**src/rtl/combi_pkg.sv**
```systemverilog
// Shared types for the combined ARM/RISC-V decode mode tracker.
package combi_pkg;

    typedef enum logic {
        ISA_RV  = 1'b0,
        ISA_ARM = 1'b1
    } isa_t;

    // Bit 1 of the encoding is the committed ISA; bit 0 marks a run in progress.
    typedef enum logic [1:0] {
        RV_STEADY  = 2'b00,
        RV_PEND    = 2'b01,
        ARM_STEADY = 2'b10,
        ARM_PEND   = 2'b11
    } mode_state_t;

    function automatic mode_state_t steady_of(input logic isa);
        return isa ? ARM_STEADY : RV_STEADY;
    endfunction

    function automatic mode_state_t pend_of(input logic isa);
        return isa ? ARM_PEND : RV_PEND;
    endfunction

    function automatic logic isa_of(input mode_state_t s);
        return (s == ARM_STEADY) || (s == ARM_PEND);
    endfunction

endpackage

```
**src/rtl/combi_sat_counter.sv**
```systemverilog
// Saturating event counter with synchronous clear; holds at all-ones.
module combi_sat_counter #(
    parameter int W = 16
) (
    input  logic         clk,
    input  logic         reset,
    input  logic         clr,
    input  logic         inc,
    output logic [W-1:0] cnt
);

    always_ff @(posedge clk) begin
        if (reset || clr) begin
            cnt <= '0;
        end else if (inc && (cnt != {W{1'b1}})) begin
            cnt <= cnt + W'(1);
        end
    end

endmodule

```
**src/rtl/combi_mode_tracker.sv**
```systemverilog
// ISA-mode arbiter for the combined ARM/RISC-V decode stage: hysteretic
// mode switching on runs of other-ISA-only instructions, plus forced sets.
//
//   state      | meaning
//   -----------+-----------------------------------------------------------
//   RV_STEADY  | committed RISC-V, no other-ISA run in progress (cnt = 0)
//   RV_PEND    | committed RISC-V, cnt ARM-only instructions seen in a row
//   ARM_STEADY | committed ARM, no other-ISA run in progress (cnt = 0)
//   ARM_PEND   | committed ARM, cnt RISC-V-only instructions seen in a row
module combi_mode_tracker
    import combi_pkg::*;
#(
    parameter int SWITCH_THRESH = 2,
    parameter bit RESET_MODE    = 1'b0,
    parameter int STAT_W        = 16
) (
    input  logic              clk,
    input  logic              reset,
    input  logic              en,
    input  logic              flushD,
    input  logic              rv_valid,
    input  logic              arm_valid,
    input  logic              force_valid,
    input  logic              force_mode,
    output logic              armD,
    output logic              mode_q,
    output logic              illegal_o,
    output logic              switch_o,
    output logic              pending_o,
    output logic [STAT_W-1:0] switch_cnt,
    output logic [STAT_W-1:0] illegal_cnt
);

    localparam int CW  = $clog2(SWITCH_THRESH + 1);
    localparam int CW1 = CW + 1;

    generate
        if (SWITCH_THRESH < 1 || SWITCH_THRESH > 255) begin : g_bad_thresh
            $error("combi_mode_tracker: SWITCH_THRESH must be in 1..255");
        end
    endgenerate

    mode_state_t   state_q, state_d;
    logic [CW-1:0] cnt_q, cnt_d;
    logic          switch_d;
    logic          cur_isa;
    logic          own_valid;
    logic          other_only;
    logic          accept;
    logic          illegal_d;
    logic [CW:0]   cnt_inc;

    assign cur_isa    = isa_of(state_q);
    assign own_valid  = cur_isa ? arm_valid : rv_valid;
    assign other_only = ~own_valid & (cur_isa ? rv_valid : arm_valid);
    assign accept     = en & ~flushD;
    assign cnt_inc    = {1'b0, cnt_q} + CW1'(1);
    // A same-cycle force discards the instruction's update, including its illegal event.
    assign illegal_d  = accept & ~force_valid & ~rv_valid & ~arm_valid;

    always_ff @(posedge clk) begin
        if (reset) begin
            state_q  <= steady_of(RESET_MODE);
            cnt_q    <= '0;
            switch_o <= 1'b0;
        end else begin
            state_q  <= state_d;
            cnt_q    <= cnt_d;
            switch_o <= switch_d;
        end
    end

    always_comb begin
        state_d  = state_q;
        cnt_d    = cnt_q;
        switch_d = 1'b0;
        if (force_valid) begin
            state_d  = steady_of(force_mode);
            cnt_d    = '0;
            switch_d = (force_mode != cur_isa);
        end else if (accept) begin
            if (own_valid) begin
                state_d = steady_of(cur_isa);
                cnt_d   = '0;
            end else if (other_only) begin
                if (cnt_inc == CW1'(SWITCH_THRESH)) begin
                    state_d  = steady_of(~cur_isa);
                    cnt_d    = '0;
                    switch_d = 1'b1;
                end else begin
                    state_d = pend_of(cur_isa);
                    cnt_d   = cnt_inc[CW-1:0];
                end
            end else begin
                state_d = steady_of(cur_isa);
                cnt_d   = '0;
            end
        end
    end

    always_comb begin
        mode_q    = cur_isa;
        pending_o = (cnt_q != '0);
        illegal_o = illegal_d;
        armD      = cur_isa;
        if (!flushD && other_only) begin
            armD = ~cur_isa;
        end
    end

    combi_sat_counter #(.W(STAT_W)) u_switch_cnt (
        .clk   (clk),
        .reset (reset),
        .clr   (1'b0),
        .inc   (switch_d),
        .cnt   (switch_cnt)
    );

    combi_sat_counter #(.W(STAT_W)) u_illegal_cnt (
        .clk   (clk),
        .reset (reset),
        .clr   (1'b0),
        .inc   (illegal_d),
        .cnt   (illegal_cnt)
    );

endmodule
```
**config.mk**
```make
export PLATFORM = sky130hd
export DESIGN_NAME = combi_mode_tracker
export DESIGN_NICKNAME = d
export VERILOG_FILES = /design/src/rtl/combi_pkg.sv /design/src/rtl/combi_sat_counter.sv /design/src/rtl/combi_mode_tracker.sv
export SDC_FILE = /design/constraint.sdc
export NUM_CORES = 1
export LEC_CHECK = 0
export ABC_AREA = 1
export ABC_CLOCK_PERIOD_IN_PS = 4350
export CAP_MARGIN = 20
export CORE_ASPECT_RATIO = 0.6
export CORE_UTILIZATION = 55
export CTS_CLUSTER_DIAMETER = 30
export CTS_CLUSTER_SIZE = 24
export DETAILED_ROUTE_END_ITERATION = 10
export PLACE_DENSITY_LB_ADDON = 0.12
export SYNTH_ARGS = -nofsm -noshare
export SYNTH_HDL_FRONTEND = slang
export SYNTH_HIERARCHICAL = 1
export SYNTH_SLANG_ARGS = --single-unit
export TNS_END_PERCENT = 1
```
**constraint.sdc**
```tcl
create_clock -name clk -period 4.35 [get_ports clk]
set_input_delay 1.305 -clock clk [delete_from_list [all_inputs] [get_ports clk]]
set_output_delay 1.305 -clock clk [all_outputs]
set_load 0.005 [all_outputs]
```
==> results of run 1 <==
-- metal layers --
metal | up-vias | routed length (um) | global-route usage
met5 | - | 0 | 0
met4 | 0 | 59 | 0.09483
met3 | 6 | 497 | 0.06624
met2 | 95 | 1975 | 0.3784
met1 | 1041 | 2845 | 0.4099
li1 | 1216 | - | -
-- cell usage after synthesis --
master    number  share of area
buf_6          3          0.015
nand2_2        7          0.020
nand4_2        2          0.011
inv_2          2         0.0034
nor2_1        74           0.12
o21ai_0       10          0.022
clkbuf_1       1         0.0017
nor2_2         7          0.020
inv_1         33          0.055
o21ai_2        2         0.0078
conb_1         1         0.0017
xor2_1         1         0.0039
buf_4          2         0.0067
nand3_1       31          0.069
a21oi_1       19          0.043
nor3_1         3         0.0067
a21oi_2        1         0.0039
clkinv_1       2         0.0034
or2_2          1         0.0028
a21boi_1       2         0.0067
nand2_4        3          0.015
nand4_1        6          0.017
nor4_1         1         0.0028
inv_4          1         0.0028
nand2_1       92           0.15
ha_1           2          0.011
dfxtp_1       36           0.32
nor2_4         9          0.045
-- logic make-up (layout without fill, tap and decap cells) --
| group | after synthesis | after routing |
|---|---|---|
| flip-flops | 36 | 36 |
| adder cells (fa/ha/maj) | 2 | 2 |
| AND/OR/NAND/NOR | 236 | 236 |
| buffers and inverters | 44 | 92 |
| AO/OA/AOI/OAI | 34 | 34 |
| other | 1 | 2 |
| XOR/XNOR | 1 | 1 |
-- critical path, cell delays in order --
cell and delay (ps):
clkdlybuf4s50_1 540, inv_1 70, nand2_1 70, nand2_1 90
nor2_4 120, nand2_1 70, xor2_1 130, clkdlybuf4s50_1 510
-- registers in the layout, indices dropped and copies added (netlist names) --
signal / cells
u_switch_cnt/cnt: 16
u_illegal_cnt/cnt: 16
state_q: 1
cnt_q: 2
switch_o: 1
-- stage by stage --
step           total power [W]  cells  worst slack (ps)  cell area (um2)
2_1_floorplan        0.0003747    355             923.3             2237
3_3_place_gp         0.0003940    443             105.0             2706
3_5_place_dp         0.0003959    443             95.28             2706
4_1_cts              0.0006216    450             88.48             2784
5_1_grt              0.0006451    450             36.74             2786
6_report             0.0006178    450             146.0             2786
-- worst min-delay path by stage --
stage,start,end,depth (start not counted)
final,cnt_q[1],cnt_q[1],2
after global routing,cnt_q[1],cnt_q[1],2
after CTS,cnt_q[1],cnt_q[1],2
after detailed placement,cnt_q[1],cnt_q[1],2
after global placement,cnt_q[1],cnt_q[1],2
after floorplan,cnt_q[1],cnt_q[1],2
-- report_power, final --
group	leakage (nW)	switching, W	total, W	internal, W
Sequential	0.290	0.00000327	0.000335	0.000332
Combinational	0.708	0.0000301	0.0000542	0.0000241
Clock	0.0410	0.000120	0.000229	0.000109
-- layout make-up --
class                           instances  area [um2]  share of cell area
Tap cell                               47       58.81             0.02110
Sequential cell                        36       720.7              0.2586
Multi-Input combinational cell        275        1319              0.4733
Inverter                               38       145.1             0.05209
Timing Repair Buffer                   47       465.4              0.1670
Clock buffer                            6       72.57             0.02604
Clock inverter                          1       5.005            0.001796
-- layout by cell type, fill, tap and decap left out, drive strengths merged, types with 3 or more instances in the layout --
master	count
o21ai	12
nor2	90
clkinv	3
clkbuf	6
inv	36
nor3	3
a21oi	20
nand2	102
nand3	31
dfxtp	36
nand4	8
clkdlybuf4s50	43
buf	3
==> qor.csv, run 1 <==
stage,metric,value,unit
outcome,outcome,finished with violations,
outcome,failed_checks,DRC,
setup_path,crit_arrival,2900,ps
die,fp.dieH,51.36,um
yosys,synthSimpleGateAreaFrac,0.4885,
setup_path,crit_path_start,arm_valid,
cts,path_clk_slew,70,ps
sta,period_share,0.9664,
finish,fill_cells,347,
setup_path,end_kind,primary output,
yosys,ys.warnings.count,6,
routing,detail-route-antenna-nets,0,
yosys,synth_area,2233,um2
finish,drive_gt1_frac,0.1092,
place,routabilityCongestion,0.9068,
yosys,syn_inst,354,
die,fp.dieW,84.27,um
cts,cts_max_level,2,
setup_path,r2r_start,state_q[1],
setup_path,cp_max_fo,4,
sta,rsz0062_at_grt,no,
die,fp.coreArea,3786,um2
yosys,synth_fa_ha_area_frac,0.01120,
cts,clock_latency,290,ps
place,portBuffers,44,
routing,dr.pass1.iters,8,
pwr,power_density,221.7,nW/um2
sta,min_period,4204,ps
place,dp_hpwl,4.024,mm
sta,hold_viol_final,0,
yosys,synth_xor_area_frac,0.003922,
routing,drc,4,
run,drv_cap,0,
sta,finalSetupViolCount,0,
min_path,hold_path_class,register to register,
finish,insertedDiodeCount,0,
die,initial_utilization,0.5899,
yosys,ys_types,28,
cts,cts_sinks,36,
sta,tns,0,ps
cts,ctsHoldBuffers,0,
die,die_area,4328,um2
yosys,muxShareOfSynthArea,0,
yosys,synth_compound_area_frac,0.08347,
routing,wirelength,5.377,mm
setup_path,required,3040,ps
yosys,syn-mean-instance-area,6.309,um2
sta,slew_viol_final,0,
setup_path,worstRegToRegCells,16,
yosys,synth_seq_cells,36,
pwr,ir_worst_vdd,161.5,uV
die,row_count,17,
cts,tritoncts,built,
sta,fmax,237.9,MHz
die,ios,45,
routing,num_vias,2358,
routing,drt_iter0_markers,164,
global_routing,grt_max_degree,17,
setup_path,worstSetupEndpoint,armD,
routing,post_drt_wl_per_cell,11.95,um
cts,cts_root_buffer,clkbuf_8,
finish,area_delta_synth_final,24.76,%
finish,utilization,0.7360,
yosys,synth_top_family_by_area,simple AND/OR/NAND/NOR gates,
setup_path,critPathKind,input pin to primary output,
sta,holdWs,471.4,ps
sta,final.setup_skew,4.190,ps
cts,cts_inserted_buffers,5,
yosys,yosysSeqAreaShare,0.3227,
global_routing,grt_pass1_wl,9.135,mm
cts,cts_resized,0,
routing,vias_per_cell,5.240,
global_routing,grt_pass1_vias,1978,
cts,cts_max_path_buffers,2,
global_routing,gr-usage-all-layers,0.2746,
global_routing,antenna_found_initial,0,
cts,cts_setup_buffers,0,
setup_path,r2r-end,u_switch_cnt/cnt[10],
setup_path,r2r_slack,2200,ps
setup_path,cp-start-kind,input pin,
finish,nets,413,
global_routing,gr-total-overflow,0,
pwr,p_leak,1.040,nW
Note: power is estimated with default switching activity, not from simulation.
==> inputs of run 2 (changes only) <==
CORE_UTILIZATION = 57   (was 55)
CTS_BUF_LIST = sky130_fd_sc_hd__clkbuf_4 sky130_fd_sc_hd__clkbuf_8   (was default)
REMOVE_ABC_BUFFERS = 1   (was default)
==> run 2 against run 1 <==
The flow now finishes without violations. Sequential power is essentially flat. Sequential cell count is the same. Die area shrank 3.4%. Register-to-register slack lost 70 ps. Global-route usage shrank 1.2 points. Final cell count is the same. Clock power grew 12%. Count of clock-buffer cells in the layout grew 1. Combinational power is essentially flat. Critical path depth is the same. Sequential share of layout area shrank 0.15 points. First-iteration DRC count shrank 4.9%. Highest routed layer unchanged.
==> qor.csv, run 2 (synthesis gave the netlist of run 1 again) <==
stage,metric,value,unit,change
routing,num_vias,2319,,-1.7%
routing,post_drt_wl_per_cell,11.97,um,+0.20%
routing,detail-route-antenna-nets,0,,unchanged
cts,clock_latency,280,ps,about the same
pwr,p_leak,1.040,nW,about the same
global_routing,grt_pass1_vias,1931,,-2.4%
finish,area_delta_synth_final,25.49,%,
global_routing,gr-usage-all-layers,0.2623,,-0.01231
sta,hold_viol_final,0,,unchanged
cts,cts_setup_buffers,0,,unchanged
sta,finalSetupViolCount,0,,unchanged
place,placedCellCount,443,,unchanged
setup_path,end_kind,primary output,,
place,dp_hpwl,3.938,mm,-2.1%
finish,final_common_cell,nand2_1,,
finish,final_cell_mix,"92 x nand2_1, 74 x nor2_1, 44 x clkdlybuf4s50_1",,
cts,cts_sinks,36,,unchanged
pwr,p_sw_frac,0.2308,,-0.01710
die,fp.dieH,50.49,um,-1.7%
die,fp.dieW,82.81,um,-1.7%
finish,insertedDiodeCount,0,,unchanged
cts,cts_max_level,2,,unchanged
cts,cts_root_buffer,clkbuf_8,,
pwr,power_density,230.5,nW/um2,+4.0%
pwr,p_sw,0.0001491,W,-2.6%
setup_path,cpMostUsedCell,nand2_1,,
global_routing,grt_pass1_wl,8.797,mm,-3.7%
routing,drt_iter0_markers,156,,-4.9%
finish,largestRegisters,"u_illegal_cnt/cnt (16), u_switch_cnt/cnt (16), cnt_q (2)",,
min_path,hold_path_class,register to register,,
sta,tns,0,ps,unchanged
cts,cts_resized,0,,unchanged
outcome,outcome,"finished, final reports clean",,
setup_path,crit_arrival,2910,ps,about the same
finish,multi_input_area,1319,um2,unchanged
cts,cts_max_path_buffers,2,,unchanged
sta,rsz0062_at_grt,no,,
setup_path,cp_max_fo,3,,-1
cts,cts_inserted_buffers,5,,unchanged
sta,period_share,0.9698,,+0.003327
setup_path,required,3040,ps,about the same
pwr,ir_worst_vdd,218.9,uV,+36%
routing,vias_per_cell,5.153,,-1.7%
finish,nets,413,,unchanged
finish,fin_cells,450,,unchanged
setup_path,cpLargestDelayFamily,buffers and inverters,,
place,routabilityCongestion,0.8344,,-8.0%
pwr,power_frac_seq,0.518,,-0.024
run,drv_cap,0,,unchanged
finish,drive_gt1_frac,0.1117,,+0.002481
global_routing,antenna_found_initial,0,,unchanged
sta,fmax,237.1,MHz,-0.34%
global_routing,grt_max_degree,17,,unchanged
setup_path,cp-start-kind,input pin,,
die,ios,45,,unchanged
setup_path,crit_buf_inv,3,,unchanged
routing,drc,0,,-4
pwr,comb_power_share,0.084,,-0.004
setup_path,critPathKind,input pin to primary output,,
die,row_count,17,,unchanged
place,portBuffers,44,,unchanged
setup_path,path_cells,clkdlybuf4s50_1 -> inv_1 -> nand2_1 -> nand2_1 -> nor2_4 -> nand2_1 -> xor2_1 -> clkdlybuf4s50_1,,
global_routing,gr-total-overflow,0,,unchanged
finish,fill_cells,298,,-14%
sta,final.setup_skew,8.078,ps,+3.887 ps
finish,register_area,720.7,um2,unchanged
pwr,clock_power_share,0.398,,+0.028
routing,dr.pass1.iters,5,,-3
routing,wirelength,5.388,mm,+0.20%
die,fp.coreArea,3701,um2,-2.2%
setup_path,max_stage_delay,560,ps,+20 ps
sta,slew_viol_final,0,,unchanged
die,initial_utilization,0.6034,,+0.01356
cts,tritoncts,built,,
die,die_area,4181,um2,-3.4%
sta,min_period,4218,ps,+14.47 ps
cts,ctsHoldBuffers,0,,unchanged
cts,path_clk_slew,70,ps,about the same
pwr,p_int,0.0004970,W,+7.0%
setup_path,cp_slowest_cell,clkdlybuf4s50_1,,
-- run 2: through the flow --
step,setup WS (ps),utilization,power [W],hold WS [ps],cell area (um2)
after global placement,148.4,0.7312,0.0003939,466.5,2706
after CTS,123.6,0.7573,0.0006520,479.5,2803
after global routing,17.29,0.7573,0.0006695,532.9,2803
after detailed placement,129.3,0.7312,0.0003953,468.5,2706
after floorplan,923.3,-,0.0003719,445.2,2185
final,131.6,0.7573,0.0006461,479.4,2803
-- run 2: path summary, 6_finish.rpt --
kind	cells past startpoint	startpoint	end	slack, ps
worst min register to register	2	cnt_q[1]	cnt_q[1]	480
worst min-delay path	2	cnt_q[1]	cnt_q[1]	480
worst max register to register	15	state_q[1]	u_switch_cnt/cnt[14]	2130
worst max-delay path	8	rv_valid	armD	130
-- run 2: area by class of cell --
type	count	area share
Clock buffer	7	0.03437
Timing Repair Buffer	47	0.1652
Sequential cell	36	0.2571
Multi-Input combinational cell	275	0.4705
Tap cell	47	0.02098
Inverter	38	0.05179
-- run 2: power groups by stage --
stage / clock network, W / logic, W / registers (W)
2_1_floorplan: 0 / 0.0000299 / 0.000342
3_3_place_gp: 0 / 0.0000517 / 0.000342
3_5_place_dp: 0 / 0.0000530 / 0.000342
4_1_cts: 0.000264 / 0.0000537 / 0.000335
5_1_grt: 0.000274 / 0.0000603 / 0.000335
6_report: 0.000257 / 0.0000540 / 0.000335
-- run 2: layer usage --
| layer | GRT usage | part of all wire |
|---|---|---|
| met1 | 0.3872 | 0.50 |
| met2 | 0.3852 | 0.41 |
| met3 | 0.06250 | 0.083 |
| met4 | 0.05747 | 0.0032 |
| met5 | 0 | 0 |
-- run 2: tightest hold or removal path, cell delays in order, from the launching register on --
cell     delay (ps)
dfxtp_1         310
inv_1            80
nor2_1           50
